$ cat config.mk
export PLATFORM = sky130hd
export DESIGN_NAME = fetch_stage
export DESIGN_NICKNAME = d
export VERILOG_FILES = /design/src/rtl/cpu_pkg.sv /design/src/rtl/if_id_reg.sv /design/src/rtl/fetch_stage.sv
export SDC_FILE = /design/constraint.sdc
export NUM_CORES = 1
export LEC_CHECK = 0
export BUFFER_PORTS_ARGS = -buffer_cell sky130_fd_sc_hd__buf_2
export CORE_MARGIN = 5
export CORE_UTILIZATION = 46
export DETAILED_ROUTE_END_ITERATION = 7
export GPL_ROUTABILITY_DRIVEN = 0
export GPL_TIMING_DRIVEN = 0
export PLACE_DENSITY = 0.7
export SLEW_MARGIN = 20
export SYNTH_ARGS = -nofsm -noshare
export SYNTH_HDL_FRONTEND = slang
export SYNTH_SLANG_ARGS = --single-unit
$ cat constraint.sdc
create_clock -name clk -period 4.8 [get_ports clk]
set_input_delay 0.72 -clock clk [delete_from_list [all_inputs] [get_ports clk]]
set_output_delay 0.72 -clock clk [all_outputs]
set_load 0.05 [all_outputs]
$ cat src/rtl/cpu_pkg.sv
// Shared pipeline definitions: pcsrc encoding, the bubble instruction word
// and the fetch FSM states.
package cpu_pkg;

  localparam logic [1:0]  PCSRC_SEQ = 2'b00;
  localparam logic [1:0]  PCSRC_BR  = 2'b01;
  localparam logic [31:0] NOP_INST  = 32'h0000_0000;

  typedef enum logic [1:0] {
    IDLE = 2'b00,
    REQ  = 2'b01,
    HOLD = 2'b10
  } fetch_state_t;

  // Any pcsrc with bit 1 set is a jump; 01 is a branch. Result is word aligned.
  function automatic logic [31:0] redirect_target(input logic [1:0]  pcsrc,
                                                  input logic [31:0] bpc,
                                                  input logic [31:0] jpc);
    logic [31:0] tgt;
    if (pcsrc[1]) begin
      tgt = jpc;
    end else begin
      tgt = bpc;
    end
    return {tgt[31:2], 2'b00};
  endfunction

endpackage

$ cat src/rtl/if_id_reg.sv
// Generic pipeline register for {valid, inst, pc4} with load, bubble and hold.
module if_id_reg #(
  parameter logic [31:0] NOP_INST = 32'h0000_0000
) (
  input  logic        clk,
  input  logic        rst,
  input  logic        load,
  input  logic        bubble,
  input  logic [31:0] d_inst,
  input  logic [31:0] d_pc4,
  output logic        valid,
  output logic [31:0] inst,
  output logic [31:0] pc4
);

  // Load wins over bubble; a bubble keeps pc4 so decode sees a stable value.
  always_ff @(posedge clk) begin
    if (rst) begin
      valid <= 1'b0;
      inst  <= NOP_INST;
      pc4   <= 32'h0000_0000;
    end else if (load) begin
      valid <= 1'b1;
      inst  <= d_inst;
      pc4   <= d_pc4;
    end else if (bubble) begin
      valid <= 1'b0;
      inst  <= NOP_INST;
      pc4   <= pc4;
    end else begin
      valid <= valid;
      inst  <= inst;
      pc4   <= pc4;
    end
  end

endmodule

$ cat src/rtl/fetch_stage.sv
// MIPS IF stage with IF/ID register: variable-latency instruction fetch,
// stall hold buffer and delayed-branch redirect.
module fetch_stage
  import cpu_pkg::*;
#(
  parameter logic [31:0] RESET_PC = 32'h0000_0000,
  parameter logic [31:0] NOP_INST = cpu_pkg::NOP_INST
) (
  input  logic        clk,
  input  logic        rst,
  input  logic [1:0]  pcsrc,
  input  logic [31:0] bpc,
  input  logic [31:0] jpc,
  input  logic        stall,
  output logic        imem_req,
  output logic [31:0] imem_addr,
  input  logic [31:0] imem_rdata,
  input  logic        imem_ready,
  output logic        if_id_valid,
  output logic [31:0] if_id_inst,
  output logic [31:0] if_id_pc4
);

  fetch_state_t state_r, state_next_s;
  logic [31:0]  pc_r, hold_inst_r, hold_pc4_r, pend_tgt_r;
  logic         pend_v_r;

  logic         complete_s, consume_s;
  logic [31:0]  pc4_s, target_s;
  logic         load_s, bubble_s;
  logic [31:0]  d_inst_s, d_pc4_s;

  assign pc4_s      = pc_r + 32'd4;
  assign complete_s = (state_r == REQ) && imem_ready;
  assign consume_s  = !stall && if_id_valid && (pcsrc != PCSRC_SEQ);
  assign target_s   = redirect_target(pcsrc, bpc, jpc);
  assign imem_addr  = pc_r;

  // FSM state register.
  always_ff @(posedge clk) begin
    if (rst) begin
      state_r <= IDLE;
    end else begin
      state_r <= state_next_s;
    end
  end

  // FSM next state.
  always_comb begin
    state_next_s = state_r;
    case (state_r)
      IDLE:    state_next_s = REQ;
      REQ:     if (complete_s && stall) state_next_s = HOLD; else state_next_s = REQ;
      HOLD:    if (!stall) state_next_s = REQ; else state_next_s = HOLD;
      default: state_next_s = IDLE;
    endcase
  end

  // FSM outputs: request line and IF/ID register control.
  always_comb begin
    imem_req = 1'b0;
    load_s   = 1'b0;
    bubble_s = 1'b0;
    d_inst_s = imem_rdata;
    d_pc4_s  = pc4_s;
    case (state_r)
      REQ: begin
        imem_req = 1'b1;
        if (!stall) begin
          load_s   = complete_s;
          bubble_s = !complete_s;
        end else begin
          load_s   = 1'b0;
          bubble_s = 1'b0;
        end
      end
      HOLD: begin
        if (!stall) begin
          load_s   = 1'b1;
          d_inst_s = hold_inst_r;
          d_pc4_s  = hold_pc4_r;
        end else begin
          load_s   = 1'b0;
        end
      end
      default: imem_req = 1'b0;
    endcase
  end

  // PC, hold buffer and pending redirect. The delay slot is always the word
  // fetched after the branch, so a redirect lands on the fetch following it.
  always_ff @(posedge clk) begin
    if (rst) begin
      pc_r        <= RESET_PC;
      pend_v_r    <= 1'b0;
      pend_tgt_r  <= 32'h0000_0000;
      hold_inst_r <= 32'h0000_0000;
      hold_pc4_r  <= 32'h0000_0000;
    end else begin
      if (complete_s) begin
        if (consume_s) begin
          pc_r <= target_s;
        end else if (pend_v_r) begin
          pc_r <= pend_tgt_r;
        end else begin
          pc_r <= pc4_s;
        end
        pend_v_r <= 1'b0;
      end else if ((state_r == HOLD) && consume_s) begin
        pc_r <= target_s;
      end else if ((state_r == REQ) && consume_s) begin
        pend_v_r   <= 1'b1;
        pend_tgt_r <= target_s;
      end else begin
        pc_r <= pc_r;
      end
      if (complete_s && stall) begin
        hold_inst_r <= imem_rdata;
        hold_pc4_r  <= pc4_s;
      end else begin
        hold_inst_r <= hold_inst_r;
        hold_pc4_r  <= hold_pc4_r;
      end
    end
  end

  if_id_reg #(.NOP_INST(NOP_INST)) u_if_id (
    .clk    (clk),
    .rst    (rst),
    .load   (load_s),
    .bubble (bubble_s),
    .d_inst (d_inst_s),
    .d_pc4  (d_pc4_s),
    .valid  (if_id_valid),
    .inst   (if_id_inst),
    .pc4    (if_id_pc4)
  );

endmodule

---- Yosys cells after proc, flatten, opt, wreduce, memory -nomap -nowiden ----
Index checks and enable logic that the tools add are counted.
word-level totals
  register bits after elaboration ......... 194
  bits of input ports ..................... 102
  output and inout port bits .............. 98
  word-level logic and storage cells ...... 51
operators by class
  add/subtract/negate cells ............... 1
  eq/ne operators ......................... 2
  muxes and demuxes ....................... 22
  bitwise logic cells ..................... 2
  reductions and logical operators ........ 15
operators by type and width
  kind                                                                    number
  32-bit two-way mux                                                      11
  32-bit by 3-bit adder with 32-bit output (second input constant)        1
  1-bit two-way mux                                                       7
  1-bit logical AND                                                       6
  2-bit one-hot mux with 3 select lines                                   1
  2-bit nonzero test                                                      3
  2-bit two-way mux                                                       2
  3-bit AND reduction                                                     1
  2-bit by 1-bit equality test with 1-bit output (second input constant)  1
  2-bit equality test (second input constant)                             1
  1-bit logical NOT                                                       2
  2-bit logical NOT                                                       1
  1-bit inverter                                                          2
  1-bit one-hot mux with 2 select lines                                   1
  2-bit AND reduction                                                     1
  2-bit OR reduction                                                      1

---- Depth between registers and ports, before layout ----
  word-level depth ........................ 7
  depth in mapped cells ................... 10
  depth with buffers taken out ............ 7

---- Hierarchy ----
A second synthesis with hierarchy kept.
unflattened totals
  cells, all modules ...................... 1068
  area total of the unflattened synthesis .. 9300.2 um^2
modules (own cells, without submodules)
  module       instances  cells each  area an instance (um^2)  sequential area each (um^2)
  fetch_stage  1          817         6640.1                   2502.4
  if_id_reg    1          251         2660.1                   1301.2

---- Least setup slack after synthesis ----
No wires, ideal clock.
  kind .................................... flip-flop to flip-flop
  from .................................... register pc_r[2] (netlist: imem_addr[2])
  to ...................................... register u_if_id.pc4[30]
  setup time .............................. 0.127 ns
  arrival ................................. 2.350 ns
  required time ........................... 4.673 ns
  setup slack ............................. 2.324 ns
  cell stages (with the launch flop) ...... 7
  path buffers ............................ 0
  clock period less this slack ............ 2.476 ns
  path through ............................ dfxtp_1 -> ha_1 -> nand3_4 -> nor4_4 -> nand2_2 -> o211a_1 -> or3_1
between the ends
  word-level cells in the longest chain between the ends .. 3
RTL lines
  element                                       RTL line            source
  start, declared                               fetch_stage.sv:25   logic [31:0] pc_r, hold_inst_r, hold_pc4_r, pend_tgt_r;
  start signal, assigned                        fetch_stage.sv:102  pc_r <= target_s;
  start signal, assigned                        fetch_stage.sv:104  pc_r <= pend_tgt_r;
  start signal, assigned                        fetch_stage.sv:106  pc_r <= pc4_s;
  32-bit by 3-bit adder with 32-bit output (*)  fetch_stage.sv:33   assign pc4_s = pc_r + 32'd4;
  32-bit two-way mux                            fetch_stage.sv:78   if (!stall) begin
  32-bit two-way mux (*)                        fetch_stage.sv:66   case (state_r)
  end signal, assigned                          if_id_reg.sv:25     pc4 <= d_pc4;
  end signal, assigned                          if_id_reg.sv:29     pc4 <= pc4;
  end signal, assigned                          if_id_reg.sv:33     pc4 <= pc4;
  end, declared                                 if_id_reg.sv:13     output logic [31:0] pc4
Every way passes the cells marked *; elsewhere a longest branch is shown, timed or not.
A chain may end at the register's enable or synchronous reset.

---- Worst setup path after layout ----
  from .................................... register pc_r[2] (netlist: imem_addr[2])
  to ...................................... register u_if_id.pc4[29]
The elaborated chain is that of the path after synthesis.

==> results_dict.tcl <==
set metrics [dict create \
    run_status "finished, final reports clean" \
    grtUsageTotal 0.2638 \
    drcViolationCount 0 \
    internal_power_w 0.002521 \
    rsz0062_at_grt "false" \
    fmax_mhz 345.0 \
    min_period_ps 2899 \
    cts.htree.levels 4 \
    nNetsFinal 1433 \
    final_hold_vios 0 \
    regToRegStartpoint "imem_addr[2]$_SDFFE_PP0P_" \
    ant_nets 0 \
    regToRegEndpoint "u_if_id.pc4[29]$_SDFFE_PP0P_" \
    synth-seq-cells 188 \
    synthDominantCellAreaShare 0.4199 \
    hold-path-cell-count 2 \
    yosys_most_used_dff "dfxtp_1" \
    syn_avg_cell_area_sq_um 8.031 \
    min_from "u_if_id.pc4[17]$_SDFFE_PP0P_" \
    cp-start-kind "register" \
    drv_slew 0 \
    tritoncts_clock_tree "built" \
    core-area_sq_um 19330 \
    reg2reg_setup_slack_ps 1900 \
    endpoint_worst_hold "u_if_id.pc4[17]$_SDFFE_PP0P_" \
    hp-class "register to register" \
    post_synth_num_cell_types 67 \
    grt_start_max_net_pins 20 \
    ioPinCount 200 \
    mostFrequentLayoutCells "buf_2, dfxtp_1, nand2_1, nor2_1, a21oi_1" \
    number_of_antenna_violations_at_the_first_check_in_global_routing 0 \
    dieArea_sq_um 22370 \
    syn_to_final_growth_pct 21.01 \
    path_max_fanout 10 \
    p_clk_frac 0.397 \
    period_share 0.6039 \
    ys_top_cells_by_area "dfxtp_1, nand2_1, nor2_1" \
    critical_path.endpoint_type "register" \
    start_util 0.4635 \
    largest_vdd_supply_drop_mv 0.2486 \
    holdBufCountCts 0 \
    edff_count_synth 0 \
    power.share.switching 0.3094 \
    post_route_cells_drive_above_1_share 0.2039 \
    cts_buffers 17 \
    clockBufferDepth 2 \
    r2r_cells 6 \
    report.power.total_w 0.003650 \
    detail_route.wl_per_cell_microns 18.86 \
    slew_worst_pin_ps 853.0 \
    synth-seq-area-share 0.4199 \
    die_width_microns 149.6 \
    worst-endpoint-required_ps 5140 \
    timing.max_cap.violations 0 \
    grt_first_pass_wirelength_microns 46500 \
    total_switching_power_w 0.001129 \
    rows 51 \
    worst-endpoint-arrival_ps 3240 \
    die-height_microns 149.6 \
    post_cts.repair.setup_buffers 0 \
    io_buffer_count 188 \
    setup-tns-final_ps 0 \
    power.share.sequential 0.456 \
    power.density_nw_per_um2 336.6 \
    clk-insertion-delay-late_ps 450 \
    timing.hold.ws_ps 448.0 \
    netlist_instances 1116 \
    finalWirelength_microns 30280 \
    setup_viol_count_final 0 \
    mostFrequentLayoutCell "buf_2" \
    asyncSetResetFlopFracSynth 0 \
    cts_root_buf "clkbuf_16" \
    detail_route.iter0.violations 944 \
    viasPerCell 5.772 \
    dpl_hpwl_microns 22620 \
    detailroute.via_count 9264 \
    via_count_of_the_first_global_routing_pass 8534 \
    globalRoute.totalOverflow 0 \
    relative_slew_slack 0.4166 \
    share_comb_of_total_power 0.147 \
    synth-warning-count 0 \
    p_leak_nw 4.331 \
    post_cts_resize_count 0 \
    cts_num_sinks 188 \
    post-synth-top-area-cell "dfxtp_1" \
    fin_worst_skew_ps 14.78 \
    clk_pin_slew_ps 80 \
    syn_area_sq_um 8962 \
    drtPass1Iterations 6 \
    crit_path_kind "register to register" \
]
[through the flow]
stage | std cells | setup WS [ps] | instance area (sq um) | util
after floorplan | 1119 | 2324 | 8974 | -
after global placement | 1572 | 1770 | 10250 | 0.5299
after detailed placement | 1572 | 1802 | 10250 | 0.5299
after CTS | 1604 | 2110 | 10840 | 0.5608
after global routing | 1604 | 1903 | 10840 | 0.5608
final | 1605 | 1901 | 10850 | 0.5609
[power by group through the flow]
stage | registers, W | logic (W) | clock network [W]
5_1_grt | 0.00167 | 0.000576 | 0.00153
3_3_place_gp | 0.00170 | 0.000524 | 0
4_1_cts | 0.00166 | 0.000531 | 0.00146
6_report | 0.00167 | 0.000535 | 0.00145
2_1_floorplan | 0.00179 | 0.000258 | 0
3_5_place_dp | 0.00170 | 0.000529 | 0
[layer usage]
metal / wire [microns] / GRT usage
met5: 0 / 0
met4: 884 / 0.08833
met3: 2968 / 0.06360
met2: 13750 / 0.4068
met1: 12680 / 0.3637
[worst max-delay path by stage]
stage	endpoint	depth (start not counted)	slack (ps)	from
finish	u_if_id.pc4[29]$_SDFFE_PP0P_	6	1900	imem_addr[2]$_SDFFE_PP0P_
global route	u_if_id.inst[26]$_SDFFE_PP0P_	9	1900	state_r[1]$_SDFF_PP0_
CTS	u_if_id.pc4[29]$_SDFFE_PP0P_	6	2110	imem_addr[2]$_SDFFE_PP0P_
detailed placement	imem_addr[28]$_SDFFE_PP0P_	5	1800	rst
global placement	imem_addr[28]$_SDFFE_PP0P_	5	1770	rst
floorplan	u_if_id.pc4[30]$_SDFFE_PP0P_	6	2320	imem_addr[2]$_SDFFE_PP0P_
[kinds of logic after synthesis]
logic type                 count (synthesis)  synth area share
adders and majority gates                  5          0.006980
buffers and inverters                    117           0.05459
xor gates and xnor gates                  25           0.02443
muxes                                     39           0.04356
AOI/OAI and AO/OA                        305            0.2305
other                                      1         0.0004184
and+or+nand+nor                          436            0.2196
DFF                                      188            0.4199
[layout make-up]
class	instances	area [sq um]
Sequential cell	188	3764
Buffer	103	436.7
Fill cell	1827	8489
Timing Repair Buffer	188	940.9
Clock buffer	17	425.4
Inverter	14	52.55
Multi-Input combinational cell	814	4721
Tap cell	265	331.6
Clock inverter	15	171.4
Antenna cell	1	2.502
[registers in the layout, indices dropped and copies added (netlist names)]
register	count
hold_inst_r	32
hold_pc4_r	30
u_if_id.inst	32
pend_v_r	1
u_if_id.pc4	30
imem_addr	30
u_if_id.valid	1
state_r	2
pend_tgt_r	30
[critical path, stage by stage (launching register included)]
cell and delay, ps:
dfxtp_1 560, nand4_1 360, nor4_1 700, buf_2 380
nand4_1 330, mux2i_1 210, a221o_1 260
[cell usage after synthesis (all sizes together), types with 4 or more instances]
library cell and instances:
dfxtp 188, nand2 181, nor2 133, a21oi 98
clkbuf 65, a211oi 58, a31oi 39, mux2i 39
buf 38, o21ai 27, nor3 26, nand3 19
nand2b 18, o221ai 17, nand4 16, xnor2 16
inv 13, o211ai 13, xor2 9, a2111oi 8
and4 8, nor4 8, or3 8, and3 5
ha 5, o221a 5, a22oi 4, o211a 4
No activity file was read; power rests on OpenSTA's default activity.
